## config.mk

```make
export PLATFORM = sky130hd
export DESIGN_NAME = filter_bank_buffer
export DESIGN_NICKNAME = d
export VERILOG_FILES = /design/src/rtl/fb_pkg.sv /design/src/rtl/fb_slot.sv /design/src/rtl/filter_bank_buffer.sv
export SDC_FILE = /design/constraint.sdc
export NUM_CORES = 1
export LEC_CHECK = 0
export ABC_AREA = 1
export CORE_ASPECT_RATIO = 0.5
export CORE_MARGIN = 5
export CORE_UTILIZATION = 40
export DETAILED_ROUTE_END_ITERATION = 6
export GPL_ROUTABILITY_DRIVEN = 0
export MAX_ROUTING_LAYER = met4
export SLEW_MARGIN = 15
export SYNTH_ARGS = -nofsm -noshare
export SYNTH_HDL_FRONTEND = slang
export SYNTH_HIERARCHICAL = 1
export SYNTH_SLANG_ARGS = --single-unit
```

## constraint.sdc

```tcl
create_clock -name clk -period 2.7 [get_ports clk]
set_input_delay 0.54 -clock clk [delete_from_list [all_inputs] [get_ports clk]]
set_output_delay 0.54 -clock clk [all_outputs]
set_load 0.01 [all_outputs]
```

## src/rtl/fb_pkg.sv

```systemverilog
// fb_pkg -- shared definitions for the filter bank buffer.
//   slot_state_e : per-slot load state (EMPTY, LOADING, FULL)
//   DEF_*        : default parameter values used by filter_bank_buffer
//   sel_width()  : width of a slot-select field (at least 1 bit)
package fb_pkg;

  typedef enum logic [1:0] {
    EMPTY   = 2'd0,
    LOADING = 2'd1,
    FULL    = 2'd2
  } slot_state_e;

  localparam int DEF_DATA_W   = 8;
  localparam int DEF_LANES    = 4;
  localparam int DEF_DEPTH    = 16;
  localparam int DEF_NUM_FILT = 2;

  function automatic int sel_width(input int n);
    return (n > 1) ? $clog2(n) : 1;
  endfunction

endpackage

```

## src/rtl/fb_slot.sv

```systemverilog
// fb_slot -- one filter slot: load state, load pointer, weight storage and
// the write path for LANES weights per beat.
// Optional macro FILTER_BANK_DOUBLE_BUF_EN: two banks per slot; writes fill
// the shadow bank, reads come from the active bank, swap_i exchanges them.
// Ports:
//   clk, rst        clock, synchronous active-high reset
//   wr_en_i         accepted write beat for this slot (already qualified)
//   wr_data_i       LANES weights, lane 0 in the LSBs
//   clr_i           empty this slot (pointer back to 0), storage kept
//   swap_i          (double-buffer build only) exchange banks if shadow FULL
//   rd_addr_i       read address into the readable bank
//   rd_word_o       weight at rd_addr_i (combinational; registered at top)
//   full_o          readable bank holds DEPTH weights
//   load_full_o     writable bank holds DEPTH weights (blocks writes)
module fb_slot
  import fb_pkg::*;
#(
  parameter int DATA_W = DEF_DATA_W,
  parameter int LANES  = DEF_LANES,
  parameter int DEPTH  = DEF_DEPTH,
  localparam int AW    = (DEPTH > 1) ? $clog2(DEPTH) : 1
) (
  input  logic                    clk,
  input  logic                    rst,
  input  logic                    wr_en_i,
  input  logic [LANES*DATA_W-1:0] wr_data_i,
  input  logic                    clr_i,
`ifdef FILTER_BANK_DOUBLE_BUF_EN
  input  logic                    swap_i,
`endif
  input  logic [AW-1:0]           rd_addr_i,
  output logic [DATA_W-1:0]       rd_word_o,
  output logic                    full_o,
  output logic                    load_full_o
);

`ifdef FILTER_BANK_DOUBLE_BUF_EN
  localparam int IW = AW + 1;
`else
  localparam int IW = AW;
`endif

  // Pointer of the beat that completes the slot.
  localparam logic [AW-1:0] LAST_PTR = AW'(DEPTH - LANES);
  localparam logic [AW-1:0] PTR_STEP = AW'(LANES);

  logic [DATA_W-1:0] mem [0:(1<<IW)-1];

  slot_state_e       state_q;
  logic [AW-1:0]     ptr_q;
  logic [IW-1:0]     wbase;
  logic [IW-1:0]     ridx;
  logic [DATA_W-1:0] lane_data [LANES];

`ifdef FILTER_BANK_DOUBLE_BUF_EN
  // state_q/ptr_q track the shadow (writable) bank; the active bank is
  // either never loaded since reset/clear or FULL, so one flag suffices.
  logic active_q;
  logic active_full_q;

  assign wbase  = {~active_q, ptr_q};
  assign ridx   = {active_q, rd_addr_i};
  assign full_o = active_full_q;
`else
  assign wbase  = ptr_q;
  assign ridx   = rd_addr_i;
  assign full_o = (state_q == FULL);
`endif

  assign load_full_o = (state_q == FULL);

  // Slot state machine. The top never asserts wr_en_i while the writable
  // bank is FULL or while clr_i is set, so only the pointer check matters.
  always_ff @(posedge clk) begin
    if (rst) begin
      state_q       <= EMPTY;
      ptr_q         <= '0;
`ifdef FILTER_BANK_DOUBLE_BUF_EN
      active_q      <= 1'b0;
      active_full_q <= 1'b0;
`endif
    end else if (clr_i) begin
      state_q       <= EMPTY;
      ptr_q         <= '0;
`ifdef FILTER_BANK_DOUBLE_BUF_EN
      active_full_q <= 1'b0;
`endif
    end else begin
`ifdef FILTER_BANK_DOUBLE_BUF_EN
      if (swap_i && (state_q == FULL)) begin
        active_q      <= ~active_q;
        active_full_q <= 1'b1;
        state_q       <= EMPTY;
        ptr_q         <= '0;
      end else
`endif
      if (wr_en_i) begin
        if (ptr_q == LAST_PTR) begin
          state_q <= FULL;
          ptr_q   <= '0;
        end else begin
          state_q <= LOADING;
          ptr_q   <= ptr_q + PTR_STEP;
        end
      end
    end
  end

  // Split the beat into lanes.
  generate
    for (genvar gi = 0; gi < LANES; gi++) begin : g_lane
      assign lane_data[gi] = wr_data_i[gi*DATA_W +: DATA_W];
    end
  endgenerate

  // Weight storage: never reset, never erased by clr.
  always_ff @(posedge clk) begin
    if (wr_en_i) begin
      for (int l = 0; l < LANES; l++) begin
        mem[wbase + IW'(l)] <= lane_data[l];
      end
    end
  end

  // Combinational read; the top registers the selected word, so a read in
  // the same cycle as a write sees the old contents.
  assign rd_word_o = mem[ridx];

endmodule

```

## src/rtl/filter_bank_buffer.sv

```systemverilog
// filter_bank_buffer -- NUM_FILT independent filter-weight slots, each
// loaded LANES weights per beat and read one weight at a time.
// Optional macro FILTER_BANK_DOUBLE_BUF_EN adds a per-slot shadow bank and
// the swap input.
// Ports:
//   clk, rst            clock, synchronous active-high reset
//   wr_valid/wr_ready   write handshake; wr_sel picks the slot
//   wr_data             LANES*DATA_W bits, lane 0 in the LSBs (lowest addr)
//   clr                 per-slot clear (wins over a same-cycle write)
//   swap                (double-buffer build only) per-slot bank swap
//   full                per-slot full flag (readable bank)
//   rd_en/rd_sel/rd_addr read request
//   rd_data/rd_valid    registered read result, 1 cycle after rd_en
module filter_bank_buffer
  import fb_pkg::*;
#(
  parameter int DATA_W   = DEF_DATA_W,
  parameter int LANES    = DEF_LANES,
  parameter int DEPTH    = DEF_DEPTH,
  parameter int NUM_FILT = DEF_NUM_FILT,
  localparam int SEL_W   = sel_width(NUM_FILT),
  localparam int AW      = (DEPTH > 1) ? $clog2(DEPTH) : 1
) (
  input  logic                    clk,
  input  logic                    rst,
  input  logic                    wr_valid,
  output logic                    wr_ready,
  input  logic [SEL_W-1:0]        wr_sel,
  input  logic [LANES*DATA_W-1:0] wr_data,
  input  logic [NUM_FILT-1:0]     clr,
`ifdef FILTER_BANK_DOUBLE_BUF_EN
  input  logic [NUM_FILT-1:0]     swap,
`endif
  output logic [NUM_FILT-1:0]     full,
  input  logic                    rd_en,
  input  logic [SEL_W-1:0]        rd_sel,
  input  logic [AW-1:0]           rd_addr,
  output logic [DATA_W-1:0]       rd_data,
  output logic                    rd_valid
);

  logic [NUM_FILT-1:0] slot_full;
  logic [NUM_FILT-1:0] slot_load_full;
  logic [NUM_FILT-1:0] slot_wr_en;
  logic [DATA_W-1:0]   rd_words [NUM_FILT];
  logic                wr_go;
  logic                rd_hit;
  logic                rd_valid_q;
  logic [DATA_W-1:0]   rd_data_q;

  // Ready depends only on the writable bank of the selected slot; a
  // same-cycle clear of that slot rejects the beat.
  assign wr_ready = !rst && !slot_load_full[wr_sel] && !clr[wr_sel];
  assign wr_go    = wr_valid && wr_ready;
  assign full     = slot_full;

  generate
    for (genvar gi = 0; gi < NUM_FILT; gi++) begin : g_slot
      assign slot_wr_en[gi] = wr_go && (wr_sel == SEL_W'(gi));

      fb_slot #(
        .DATA_W (DATA_W),
        .LANES  (LANES),
        .DEPTH  (DEPTH)
      ) u_slot (
        .clk         (clk),
        .rst         (rst),
        .wr_en_i     (slot_wr_en[gi]),
        .wr_data_i   (wr_data),
        .clr_i       (clr[gi]),
`ifdef FILTER_BANK_DOUBLE_BUF_EN
        .swap_i      (swap[gi]),
`endif
        .rd_addr_i   (rd_addr),
        .rd_word_o   (rd_words[gi]),
        .full_o      (slot_full[gi]),
        .load_full_o (slot_load_full[gi])
      );
    end
  endgenerate

  assign rd_hit = rd_en && slot_full[rd_sel];

  // Output registers; rd_data holds its value on a missed read.
  always_ff @(posedge clk) begin
    if (rst) begin
      rd_valid_q <= 1'b0;
      rd_data_q  <= '0;
    end else begin
      rd_valid_q <= rd_hit;
      if (rd_hit) begin
        rd_data_q <= rd_words[rd_sel];
      end
    end
  end

  assign rd_valid = rd_valid_q;
  assign rd_data  = rd_data_q;

endmodule

```

==> run metrics, run 1 <==
Post-synth ARST share=0%; R2R Path Start=g_slot[1].u_slot/state_q[1]$_SDFFE_PP0P_; DR pass1 iterations=5; Peak Freq=~420 MHz; Setup crit start=wr_sel; Synth top area share=56.8%; clock sink count=~270; io pins=56; TNS Setup=0 ns; CTS tree=yes; Clk pin slew, worst setup/hold paths=roughly 0.060 ns; number of global-route vias before repair=10420; critical path launch point type=input pin; hold crit path type=reg2reg; Finished Cell Area=roughly 0.016 mm²; Max VDD drop=0.550 mV; max-cap viol count=0; Overflow after GRT=0; initial DRC count=approximately 1200; minimum clock period=around 2.4 ns; Final Core Density=a little under half; share of layout cells above drive strength 1=8.18%; Yosys Warn Count=6; port buffer count=between 50 and 60; first-pass GRT wire length=a little over 60 mm; PwrDens=572 mW/mm²; via count=~11000; crit path kind=in2out; Post-DP HPWL=28.5 mm; initial antenna violation count=1; die area=roughly 0.038 mm²; Synth area leaders=edfxtp_1, nand2_1, inv_1; static leakage=around 7 nW; Root Buffer=clkbuf_16; Most used DFF post-synth=edfxtp_1; Total Power=0.00908 W; routed vias/inst=a little over 5; endpoints failing hold=0; core area=0.0332 mm²; Max-slew headroom=between 50% and 60%; Synth Net Count=~1600; Setup Viol. Count Final=0; Synth cell types=22; H-tree levels=1; post-CTS setup buffer count=0; Syn Area/Cell=a little under 9 µm²; Avg WL per Cell=between 15 and 20 µm; chip width=between 200 and 300 µm; Filler cells=around 3100; Mapped Cells=1534; Worst EP required=about 2.2 ns; top post-synthesis cells by count=nand2_1, inv_1, edfxtp_1, o21ai_0, nand3_1; TritonCTS Buffers=26; crit path max fanout=4; placed cell area=between 0.015 and 0.02 mm²; worst hold path startpoint=g_slot[0].u_slot/state_q[1]$_SDFFE_PP0P_; CP arrival=around 1.9 ns; gr usage total=around 22%; clk_lat worst skew=~0.55 ns; Final nets=~1700; hold_buf cts=0; clk buf depth=3; status=completed; standard-cell rows=47; # resized after CTS=0; worst slew pin tran=about 0.69 ns; Antenna Nets Post-Route=0; Area growth syn-to-layout=17.4%; synthesized flop and latch total=273; post-synth top area cell=edfxtp_1; Slew Viols, Final=0; register area share after synthesis=between 50% and 60%; largest net degree at the start of global routing=65; Starting Density=40.7%; fin crit share=89.1%; crit end category=primary output; most common cell in the netlist=nand2_1; Total Wirelength=about 41 mm; DIE HEIGHT=approximately 140 µm; worst clock skew=0.0112 ns; Post-Syn Area=between 0.01 and 0.015 mm²; Post-synth EDFFs=between 200 and 300; RSZ-0062 raised after global routing=no; drc violations=0
==> layer usage <==
metal | global-route usage [%] | vias up | share of wire (%) | routed length, µm
li1 | - | 5149 | - | -
met5 | - | - | 0 | 0
met1 | 28.0 | 5124 | 41 | 16800
met2 | 37.4 | 393 | 48 | 19900
met4 | 7.01 | 0 | 3.4 | 1420
met3 | 3.30 | 73 | 7.6 | 3120
==> cell usage in the layout, fill, tap and decap left out, types with 8 or more instances in the layout <==
master | netlist | final
clkdlybuf4s50_1 | 0 | 53
clkbuf_1 | 15 | 11
nand3_1 | 193 | 193
o21ai_0 | 196 | 196
edfxtp_1 | 256 | 256
nor2_1 | 30 | 30
buf_12 | 0 | 16
inv_1 | 293 | 293
buf_4 | 19 | 76
dfxtp_1 | 17 | 17
ha_1 | 8 | 8
nand2_1 | 450 | 450
clkbuf_16 | 0 | 27
==> per-stage QoR <==
| step | hold WS [ns] | setup WS (ns) | instances |
|---|---|---|---|
| finish | 0.471 | 0.293 | 2093 |
| global route | 0.519 | 0.176 | 2092 |
| CTS | 0.474 | 0.271 | 2092 |
| detailed placement | 0.465 | 0.153 | 2045 |
| global placement | 0.458 | 0.130 | 2045 |
| floorplan | 0.434 | 0.507 | 1534 |
==> state kept, by name, summed over array words and instances, names as in the netlist <==
register and cells:
g_slot.u_slot/ptr_q 4, g_slot.u_slot/mem 256, g_slot.u_slot/state_q 4, rd_data 8
rd_valid 1
==> cells by family (layout without fill, tap and decap cells) <==
logic type	after synthesis	count (layout)	synth area share, %
compound gates	203	203	7.59
fa+ha+maj	8	8	0.740
buf+inv	373	490	11.5
flops	273	273	59.4
other cells	0	1	0
simple gates	677	677	20.8
==> worst max-delay path, stage by stage <==
cell and delay (ns):
clkdlybuf4s50_1 0.46, nor2_1 0.11, nand2_1 0.07, a21oi_1 0.14, clkdlybuf4s50_1 0.54
==> cell type report <==
type,instances,area (µm²),area share (%)
antenna,1,2.50,0.0158
multi-input combinational,888,3940,24.8
inverter,297,1120,7.05
sequential,273,8030,50.6
clock buffer,44,800,5.04
timing repair buffer,146,1430,8.98
tap,441,552,3.47
clock inverter,3,15.0,0.0946
==> power breakdown <==
group | leakage, nW | total (W) | internal, W | switching, W
logic | 4.34 | 0.000852 | 0.000265 | 0.000587
clock network | 0.401 | 0.00356 | 0.00200 | 0.00156
registers | 2.44 | 0.00467 | 0.00466 | 0.00000953
total | 7.18 | 0.00908 | 0.00692 | 0.00215
==> final timing paths <==
kind | cells after the start | slack, ns | to
max reg2reg | 10 | 0.72 | g_slot[0].u_slot/mem[1][2]$_DFFE_PP_
max | 5 | 0.29 | wr_ready
min reg2reg | 2 | 0.47 | g_slot[0].u_slot/state_q[1]$_SDFFE_PP0P_
min | 2 | 0.47 | g_slot[0].u_slot/state_q[1]$_SDFFE_PP0P_
Note: power is estimated with default switching activity, not from simulation.
==> inputs of run 2 (changes only) <==
--- a/config.mk
+++ b/config.mk
@@ -6,9 +6,9 @@
 export NUM_CORES = 1
 export LEC_CHECK = 0
 export ABC_AREA = 1
-export CORE_ASPECT_RATIO = 0.5
 export CORE_MARGIN = 5
 export CORE_UTILIZATION = 40
+export CTS_BUF_LIST = sky130_fd_sc_hd__clkbuf_8
 export DETAILED_ROUTE_END_ITERATION = 6
 export GPL_ROUTABILITY_DRIVEN = 0
 export MAX_ROUTING_LAYER = met4
==> run 2 against run 1 <==
  * Register-to-register slack worse by 0.21 ns
  * Wire length is 3.5% lower
  * Final cell count is 1.2% higher
  * Worst setup slack worse by 0.051 ns
  * Clock skew is 0.0057 ns higher
  * Sequential power hardly changed
  * First-iteration DRC count is 8.1% lower
  * Combinational power is 2.7% lower
  * Global-route usage is 0.93 points lower
  * Sequential share of layout area is 0.072 points higher
  * Critical path type is now reg2out
  * Critical endpoint unchanged
==> run metrics, run 2 (synthesis gave the netlist of run 1 again) <==
grt met1 use=31.1% (was 28.0%); clk buf depth=3 (unchanged); CTS tree=yes (unchanged); crit end category=primary output (unchanged); crit path max fanout=3 (was 4); max-cap viol count=0 (unchanged); R2R Path Start=g_slot[0].u_slot/state_q[1]$_SDFFE_PP0P_ (was g_slot[1].u_slot/state_q[1]$_SDFFE_PP0P_); area of the multi-input gates=0.00394 mm² (unchanged); H-tree levels=2 (was 1); placed cell area=0.0149 mm² (was 0.0151 mm²); initial antenna violation count=0 (was 1); Total Wirelength=39.8 mm (was 41.2 mm); endpoints failing hold=0 (unchanged); Peak Freq=407 MHz (was 415 MHz); first-pass GRT wire length=60.3 mm (was 61.0 mm); number of global-route vias before repair=10078 (was 10420); # resized after CTS=0 (unchanged); post-CTS setup buffer count=0 (unchanged); DR pass1 iterations=5 (unchanged); status=completed (unchanged); hold_buf cts=0 (unchanged); PwrDens=585 mW/mm² (was 572 mW/mm²); crit path kind=reg2out (was in2out); CP peak stage delay=0.56 ns (was 0.54 ns); hold crit path type=reg2reg (unchanged); Slew Viols, Final=0 (unchanged); Final nets=1683 (was 1684); routed vias/inst=5.04 (was 5.13); grt met3 use=3.25% (was 3.30%); critical path cell sequence=inv_1 -> nor2_1 -> nor2_1 -> nand2_1 -> a21oi_1 -> clkdlybuf4s50_1 (was clkdlybuf4s50_1 -> nor2_1 -> nand2_1 -> a21oi_1 -> clkdlybuf4s50_1); Clk pin slew, worst setup/hold paths=0.06 ns (about the same); most common cell after layout, fill and taps aside=nand2_1 (unchanged); Crit path depth=6 (was 5); largest net degree at the start of global routing=65 (unchanged); Max-slew headroom=49.3% (was 54.0%); static leakage=7.24 nW (was 7.18 nW); Worst EP required=2.16 ns (about the same); Setup Viol. Count Final=0 (unchanged); Overflow after GRT=0 (unchanged); Area growth syn-to-layout=17.3% (was 17.4%); gr usage total=21.3% (was 22.2%); initial DRC count=1129 (was 1228); FF/Latch Area=0.00803 mm² (unchanged); io pins=56 (unchanged); Reg2Reg Setup Slack=0.51 ns (was 0.72 ns); worst setup path end=wr_ready (unchanged); TNS Setup=0 ns (unchanged); clock sink count=273 (unchanged); Setup crit start=g_slot[0].u_slot/state_q[1]$_SDFFE_PP0P_ (was wr_sel); minimum clock period=2.46 ns (was 2.41 ns); share of layout cells above drive strength 1=8.14% (was 8.18%); CP arrival=1.92 ns (was 1.87 ns); core area=0.0334 mm² (was 0.0332 mm²); Avg WL per Cell=18.8 µm (was 19.7 µm); via count=10675 (was 10739); port buffer count=55 (unchanged); most frequent cells in the layout=nand2_1, inv_1, edfxtp_1 (unchanged); CP max stage cell=clkdlybuf4s50_1 (unchanged); TritonCTS Buffers=49 (was 26); antenna cells=0 (was 1); chip width=194 µm (was 270 µm); max reg flops=256 (unchanged); DIE HEIGHT=194 µm (was 140 µm); worst slew pin tran=0.759 ns (was 0.690 ns); grt met2 use=30.5% (was 37.4%); Filler cells=3207 (was 3149); Finished Cell Area=0.0159 mm² (about the same); drc violations=0 (unchanged); critical path launch point type=flip-flop (was input pin); clk_lat worst skew=0.57 ns (was 0.55 ns); Max VDD drop=0.320 mV (was 0.550 mV); GRT Max-Usage Layer=met1 (was met2); Largest Register=g_slot.u_slot/mem (unchanged); worst clock skew=0.0168 ns (was 0.0112 ns); standard-cell rows=67 (was 47); Post-DP HPWL=27.7 mm (was 28.5 mm); Antenna Nets Post-Route=0 (unchanged); die area=0.0376 mm² (was 0.0378 mm²); crit-path leading delay family=buffers and inverters (unchanged); worst hold path startpoint=g_slot[1].u_slot/state_q[1]$_SDFFE_PP0P_ (was g_slot[0].u_slot/state_q[1]$_SDFFE_PP0P_); Root Buffer=clkbuf_8 (was clkbuf_16); r2r endpoint=g_slot[1].u_slot/mem[7][1]$_DFFE_PP_ (was g_slot[0].u_slot/mem[1][2]$_DFFE_PP_); worst path buffer plus inverter count=2 (unchanged); fin crit share=91.0% (was 89.1%); Reg2Reg Depth=11 (was 10); RSZ-0062 raised after global routing=no (unchanged); Starting Density=40.4% (was 40.7%); Crit path top cell by count=nor2_1 (was clkdlybuf4s50_1)
## run 2: cell count changes in the layout (fill, tap and decap cells not counted), sizes merged
cell      previous run  this run
buf                 93        69
clkinv               4        18
inv                296       313
bufinv               0         3
clkbuf              44        51
diode                1         0
clkinvlp             0         2
## run 2: metrics by stage
stage               hold slack [ns]  instances  util, %  setup WS (ns)  power [W]
detailed placement            0.463       2028     44.6         0.0315    0.00557
global placement              0.460       2028     44.6        0.00683    0.00557
finish                        0.471       2118     47.4          0.242    0.00928
floorplan                     0.434       1534        -          0.507    0.00520
global route                  0.506       2118     47.4          0.136    0.00962
CTS                           0.471       2118     47.4          0.204    0.00932
## run 2: power breakdown
group	total, W	switching (W)	internal [W]	leakage (nW)
clock	0.00378	0.00175	0.00203	0.538
sequential	0.00467	0.00000965	0.00466	2.44
combinational	0.000829	0.000565	0.000264	4.26
total	0.00928	0.00232	0.00696	7.24
## run 2: worst min path at each step
stage / endpoint / slack (ns) / cells past startpoint
after detailed placement: g_slot[1].u_slot/state_q[1]$_SDFFE_PP0P_ / 0.46 / 2
after floorplan: g_slot[0].u_slot/state_q[1]$_SDFFE_PP0P_ / 0.43 / 2
final: g_slot[1].u_slot/state_q[1]$_SDFFE_PP0P_ / 0.47 / 2
after global placement: g_slot[1].u_slot/state_q[1]$_SDFFE_PP0P_ / 0.46 / 2
after global routing: g_slot[1].u_slot/state_q[1]$_SDFFE_PP0P_ / 0.51 / 2
after CTS: g_slot[1].u_slot/state_q[1]$_SDFFE_PP0P_ / 0.47 / 2
## run 2: cell type report
type	instances	area share, %
Sequential cell	273	50.6
Multi-Input combinational cell	888	24.8
Timing Repair Buffer	122	8.02
Inverter	297	7.06
Clock buffer	51	4.43
Tap cell	448	3.54
Clock inverter	39	1.51
## run 2: worst register-to-register path: stages, from the launching register on
cell	delay, ns
dfxtp_1	0.29
inv_1	0.08
nor2_1	0.10
nor2_1	0.11
nand2_1	0.07
nand2_1	0.07
nand3_1	0.12
nor2_1	0.37
nand2_1	0.18
buf_12	0.21
inv_1	0.14
buf_12	0.17
## run 2: routing by layer
metal / vias up / wire, µm
met5: - / 0
met4: 0 / 1310
met3: 96 / 3350
met2: 501 / 16900
met1: 4931 / 18200
li1: 5147 / -
==> inputs of run 3 (changes only) <==
--- a/config.mk
+++ b/config.mk
@@ -6,12 +6,15 @@
 export NUM_CORES = 1
 export LEC_CHECK = 0
 export ABC_AREA = 1
+export CELL_PAD_IN_SITES_DETAIL_PLACEMENT = 2
+export CELL_PAD_IN_SITES_GLOBAL_PLACEMENT = 2
 export CORE_MARGIN = 5
 export CORE_UTILIZATION = 40
 export CTS_BUF_LIST = sky130_fd_sc_hd__clkbuf_8
 export DETAILED_ROUTE_END_ITERATION = 6
 export GPL_ROUTABILITY_DRIVEN = 0
 export MAX_ROUTING_LAYER = met4
+export PLACE_DENSITY_LB_ADDON = 0.1
 export SLEW_MARGIN = 15
 export SYNTH_ARGS = -nofsm -noshare
 export SYNTH_HDL_FRONTEND = slang
==> run 3 against run 2 <==
  * Non-clock buffer count shrank 16
  * Critical path depth is 1 lower
  * Largest cell class unchanged
  * Core utilization down 0.83 points
  * Via count increased by 6.6%
  * Critical path type unchanged
  * Final cell count down 1.3%
==> run metrics, run 3 (synthesis gave the netlist of run 1 again) <==
Max VDD drop=0.275 mV (was 0.320 mV); routed vias/inst=5.44 (was 5.04); fin crit share=89.8% (was 91.0%); port buffer count=55 (unchanged); area of the multi-input gates=0.00394 mm² (unchanged); Starting Density=40.4% (unchanged); Worst EP required=2.16 ns (about the same); hold crit path type=reg2reg (unchanged); max-cap viol count=0 (unchanged); CP arrival=1.89 ns (was 1.92 ns); TNS Setup=0 ns (unchanged); status=completed (unchanged); CP peak stage delay=0.55 ns (was 0.56 ns); clock sink count=273 (unchanged); DR pass1 iterations=5 (unchanged); share of layout cells above drive strength 1=6.95% (was 8.14%); worst hold path startpoint=g_slot[1].u_slot/state_q[1]$_SDFFE_PP0P_ (unchanged); most frequent cells in the layout=nand2_1, inv_1, edfxtp_1 (unchanged); Total Wirelength=53.0 mm (was 39.8 mm); critical path launch point type=flip-flop (unchanged); Clk pin slew, worst setup/hold paths=0.05 ns (was 0.06 ns); chip width=194 µm (unchanged); Antenna Nets Post-Route=0 (unchanged); Total Power=0.00897 W (was 0.00928 W); worst clock skew=0.0307 ns (was 0.0168 ns); RSZ-0062 raised after global routing=no (unchanged); worst slew pin tran=0.927 ns (was 0.759 ns); Post-DP HPWL=38.2 mm (was 27.7 mm); most common cell after layout, fill and taps aside=nand2_1 (unchanged); Setup Viol. Count Final=0 (unchanged); minimum clock period=2.43 ns (was 2.46 ns); crit path max fanout=3 (unchanged); Setup crit start=g_slot[1].u_slot/state_q[1]$_SDFFE_PP0P_ (was g_slot[0].u_slot/state_q[1]$_SDFFE_PP0P_); number of global-route vias before repair=11877 (was 10078); Area growth syn-to-layout=15.2% (was 17.3%); die area=0.0376 mm² (unchanged); crit end category=primary output (unchanged); # resized after CTS=0 (unchanged); Final nets=1666 (was 1683); FF/Latch Area=0.00803 mm² (unchanged); PwrDens=576 mW/mm² (was 585 mW/mm²); Root Buffer=clkbuf_8 (unchanged); Filler cells=3668 (was 3207); first-pass GRT wire length=78.8 mm (was 60.3 mm); drc violations=0 (unchanged); standard-cell rows=67 (unchanged); initial DRC count=963 (was 1129); R2R Path Start=g_slot[1].u_slot/state_q[1]$_SDFFE_PP0P_ (was g_slot[0].u_slot/state_q[1]$_SDFFE_PP0P_); Peak Freq=412 MHz (was 407 MHz); crit path kind=reg2out (unchanged); post-CTS setup buffer count=0 (unchanged); hold_buf cts=0 (unchanged); Overflow after GRT=0 (unchanged); core area=0.0334 mm² (unchanged); Largest Register=g_slot.u_slot/mem (unchanged); clk_lat worst skew=0.58 ns (was 0.57 ns); critical path cell sequence=inv_1 -> nor2_1 -> nand3b_1 -> a21oi_1 -> clkdlybuf4s50_1 (was inv_1 -> nor2_1 -> nor2_1 -> nand2_1 -> a21oi_1 -> clkdlybuf4s50_1); clk buf depth=3 (unchanged); static leakage=7.07 nW (was 7.24 nW); CTS tree=yes (unchanged); largest net degree at the start of global routing=47 (was 65); H-tree levels=2 (unchanged); Max-slew headroom=38.0% (was 49.3%); via count=11376 (was 10675); io pins=56 (unchanged); initial antenna violation count=3 (was 0); Avg WL per Cell=25.4 µm (was 18.8 µm); DIE HEIGHT=194 µm (unchanged); gr usage total=28.7% (was 21.3%); max reg flops=256 (unchanged); endpoints failing hold=0 (unchanged); TritonCTS Buffers=48 (was 49); CP max stage cell=clkdlybuf4s50_1 (unchanged); Slew Viols, Final=0 (unchanged)
## run 3: cell types whose count changed in the layout (fill, tap and decap cells not counted)
cell and delta:
diode_2 +3, clkinvlp_4 -2, buf_4 -14, buf_12 -2
clkinv_2 -1, bufinv_16 -3, clkbuf_8 -2, inv_8 +1
inv_1 -4, clkinv_8 +1, clkinv_1 -4
## run 3: cell type report
class                      count  share of cell area [%]
antenna                        3                  0.0482
clock buffer                  49                    4.33
clock inverter                27                   0.811
inverter                     297                    7.19
multi-input combinational    888                    25.3
sequential                   273                    51.5
tap                          448                    3.60
timing repair buffer         106                    7.23
## run 3: final timing paths
check / to / slack [ns] / cells after the start
setup reg to reg: g_slot[1].u_slot/mem[14][0]$_DFFE_PP_ / 0.53 / 11
hold / removal: g_slot[1].u_slot/state_q[1]$_SDFFE_PP0P_ / 0.47 / 2
setup / recovery: wr_ready / 0.27 / 5
hold reg to reg: g_slot[1].u_slot/state_q[1]$_SDFFE_PP0P_ / 0.47 / 2
## run 3: power by group
group	switching [W]	internal, W
logic	0.000646	0.000262
registers	0.0000128	0.00466
clock network	0.00172	0.00167
total	0.00238	0.00659
## run 3: critical path: cells and delay by family, from the launching register on
family | cells | cell delay, ns
buffers and inverters | 2 | 0.62
flip-flops | 1 | 0.30
AND/OR/NAND/NOR | 2 | 0.27
AO/OA/AOI/OAI | 1 | 0.15
## run 3: stage by stage
stage / hold WS, ns / utilization, % / instance area [µm²] / std cells / worst slack (ns)
2_1_floorplan: 0.434 / - / 13500 / 1534 / 0.507
3_3_place_gp: 0.455 / 44.2 / 14800 / 2012 / 0.107
3_5_place_dp: 0.462 / 44.2 / 14800 / 2012 / -0.0576
4_1_cts: 0.481 / 46.6 / 15600 / 2088 / 0.192
5_1_grt: 0.518 / 46.6 / 15600 / 2091 / 0.130
6_report: 0.473 / 46.6 / 15600 / 2091 / 0.274
## run 3: metal layers
layer / vias up / part of all wire (%) / GRT usage, %
li1: 5102 / - / -
met1: 5768 / 46 / 41.2
met2: 420 / 44 / 41.8
met3: 86 / 7.8 / 6.17
met4: 0 / 2.5 / 7.24
met5: - / 0 / -
==> variant, RTL diff (flow settings as in run 3) <==
Change the package constant `DEF_DEPTH` from 16 to 32.
--- a/src/rtl/fb_pkg.sv
+++ b/src/rtl/fb_pkg.sv
@@ -12,7 +12,7 @@
 
   localparam int DEF_DATA_W   = 8;
   localparam int DEF_LANES    = 4;
-  localparam int DEF_DEPTH    = 16;
+  localparam int DEF_DEPTH    = 32;
   localparam int DEF_NUM_FILT = 2;
 
   function automatic int sel_width(input int n);
Interface: changed (resized rd_addr); port bits go from 56 to 57. The function was not compared with the original's and may differ.
==> variant against run 3 <==
Total power increased by 97%; final area up 87%; synthesized cell count is 70% higher; wire length increased by 97%; utilization increased by 0.75 points; sequential cell count increased by 258; setup slack got worse by 0.078 ns; area after synthesis grew 84%; global-route usage increased by 2.8 points; largest cell class unchanged.
==> variant: results (changes against run 3) <==
INFO  metric critPathKind = flip-flop to flip-flop (was flip-flop to output port)
INFO  metric proportion_of_cell_area_occupied_by_multi_input_gates = 0.270 (was 0.253)
INFO  metric max_stage_delay = 0.30 ns (was 0.55 ns)
INFO  metric inverters_excl_clock = 105 (was 297)
INFO  metric vdd.ir_drop.worst = 0.338 mV (was 0.275 mV)
INFO  metric fillCellCount = 6528 (was 3668)
INFO  metric number_of_buffers_added_on_ports = 56 (was 55)
INFO  metric power.clock.total = 0.00676 W (was 0.00339 W)
INFO  metric area.share.sequential = 0.539 (was 0.515)
INFO  metric r2r_start = g_slot[0].u_slot/state_q[1] (was g_slot[1].u_slot/state_q[1])
INFO  metric hp-class = primary input to flip-flop (was flip-flop to flip-flop)
INFO  metric synth_sequential_area_ratio = 0.632 (was 0.594)
INFO  metric timing.critical_path.to = g_slot[0].u_slot/mem[26][5] (was wr_ready)
INFO  metric dpl_hpwl = 68.5 mm (was 38.2 mm)
INFO  metric power = 0.0176 W (was 0.00897 W)
INFO  metric syn_nets = 2651 (was 1586)
INFO  metric total_number_of_nets_in_the_final_design = 2840 (was 1666)
INFO  metric post_detailed_routing_wire_length = 105 mm (was 53.0 mm)
INFO  metric first_iter_violations = 2153 (was 963)
INFO  metric pin_count_of_the_biggest_net_entering_global_routing = 72 (was 47)
INFO  metric min_delay_worst_endpoint = g_slot[1].u_slot/mem[16][3] (was g_slot[1].u_slot/state_q[1])
INFO  metric timing.max_slew.rel_slack = 0.448 (was 0.380)
INFO  metric synth.cells.most_frequent = 896 x sky130_fd_sc_hd__nand2_1, 512 x sky130_fd_sc_hd__edfxtp_1, 385 x sky130_fd_sc_hd__nand3_1, 368 x sky130_fd_sc_hd__o21ai_0, 84 x sky130_fd_sc_hd__nor2_1 (was 450 x sky130_fd_sc_hd__nand2_1, 293 x sky130_fd_sc_hd__inv_1, 256 x sky130_fd_sc_hd__edfxtp_1, 196 x sky130_fd_sc_hd__o21ai_0, 193 x sky130_fd_sc_hd__nand3_1)
INFO  metric signal_buffer_area_fraction = 0.0860 (was 0.0723)
INFO  metric synth_area_leaders = sky130_fd_sc_hd__edfxtp_1 62%, sky130_fd_sc_hd__nand2_1 13%, sky130_fd_sc_hd__nand3_1 7.7% (was sky130_fd_sc_hd__edfxtp_1 57%, sky130_fd_sc_hd__nand2_1 12%, sky130_fd_sc_hd__inv_1 8.1%)
INFO  metric reg2reg_setup_slack = 0.20 ns (was 0.53 ns)
INFO  metric timing.hold.worst.start = wr_data[3] (was g_slot[1].u_slot/state_q[1])
INFO  metric clockBufferCount = 98 (was 49)
INFO  metric reg2regPathDepth = 16 (was 11)
INFO  metric hold-worst-slack = 0.355 ns (was 0.473 ns)
INFO  metric global_route.usage.total = 0.315 (was 0.287)
INFO  metric status = finished, final reports clean (unchanged)
INFO  metric worstSkewPairLatency = 0.68 ns (was 0.58 ns)
INFO  metric htree_num_levels = 3 (was 2)
INFO  metric vias = 21576 (was 11376)
INFO  metric first_global_vias = 23037 (was 11877)
INFO  metric multi_input_comb_cells = 1790 (was 888)
INFO  metric timing.critical_path.arrival = 2.99 ns (was 1.89 ns)
## variant: cell types whose count changed in the layout (fill, tap and decap cells not counted), sizes merged, moves of 72 or more
cell    delta
inv      -177
buf      +169
edfxtp   +256
nand3    +192
nand2    +448
o21ai    +188
nor2      +72
## variant: kinds of logic (layout without fill, tap and decap cells)
family,Yosys count,after routing,share of synthesized area
compound gates,393,393,0.0795
fa+ha+maj,4,4,0.00201
buf+inv,281,531,0.0526
flops,531,531,0.632
other cells,0,5,0
simple gates,1393,1393,0.234
## variant: through the flow
stage | TNS [ns] | worst slack, ns | area, µm²
after global routing | -0.000343 | -0.000343 | 29200
after detailed placement | -82.95 | -0.389 | 27600
after CTS | 0 | 0.000800 | 29200
after floorplan | 0 | 0.374 | 24900
after global placement | -50.85 | -0.231 | 27600
final | 0 | 0.197 | 29200
## variant: per-layer routing
layer	track usage	vias up	part of all wire
met2	0.501	988	0.47
li1	-	9328	-
met1	0.413	11036	0.41
met4	0.105	0	0.034
met3	0.0553	224	0.087
met5	-	-	0
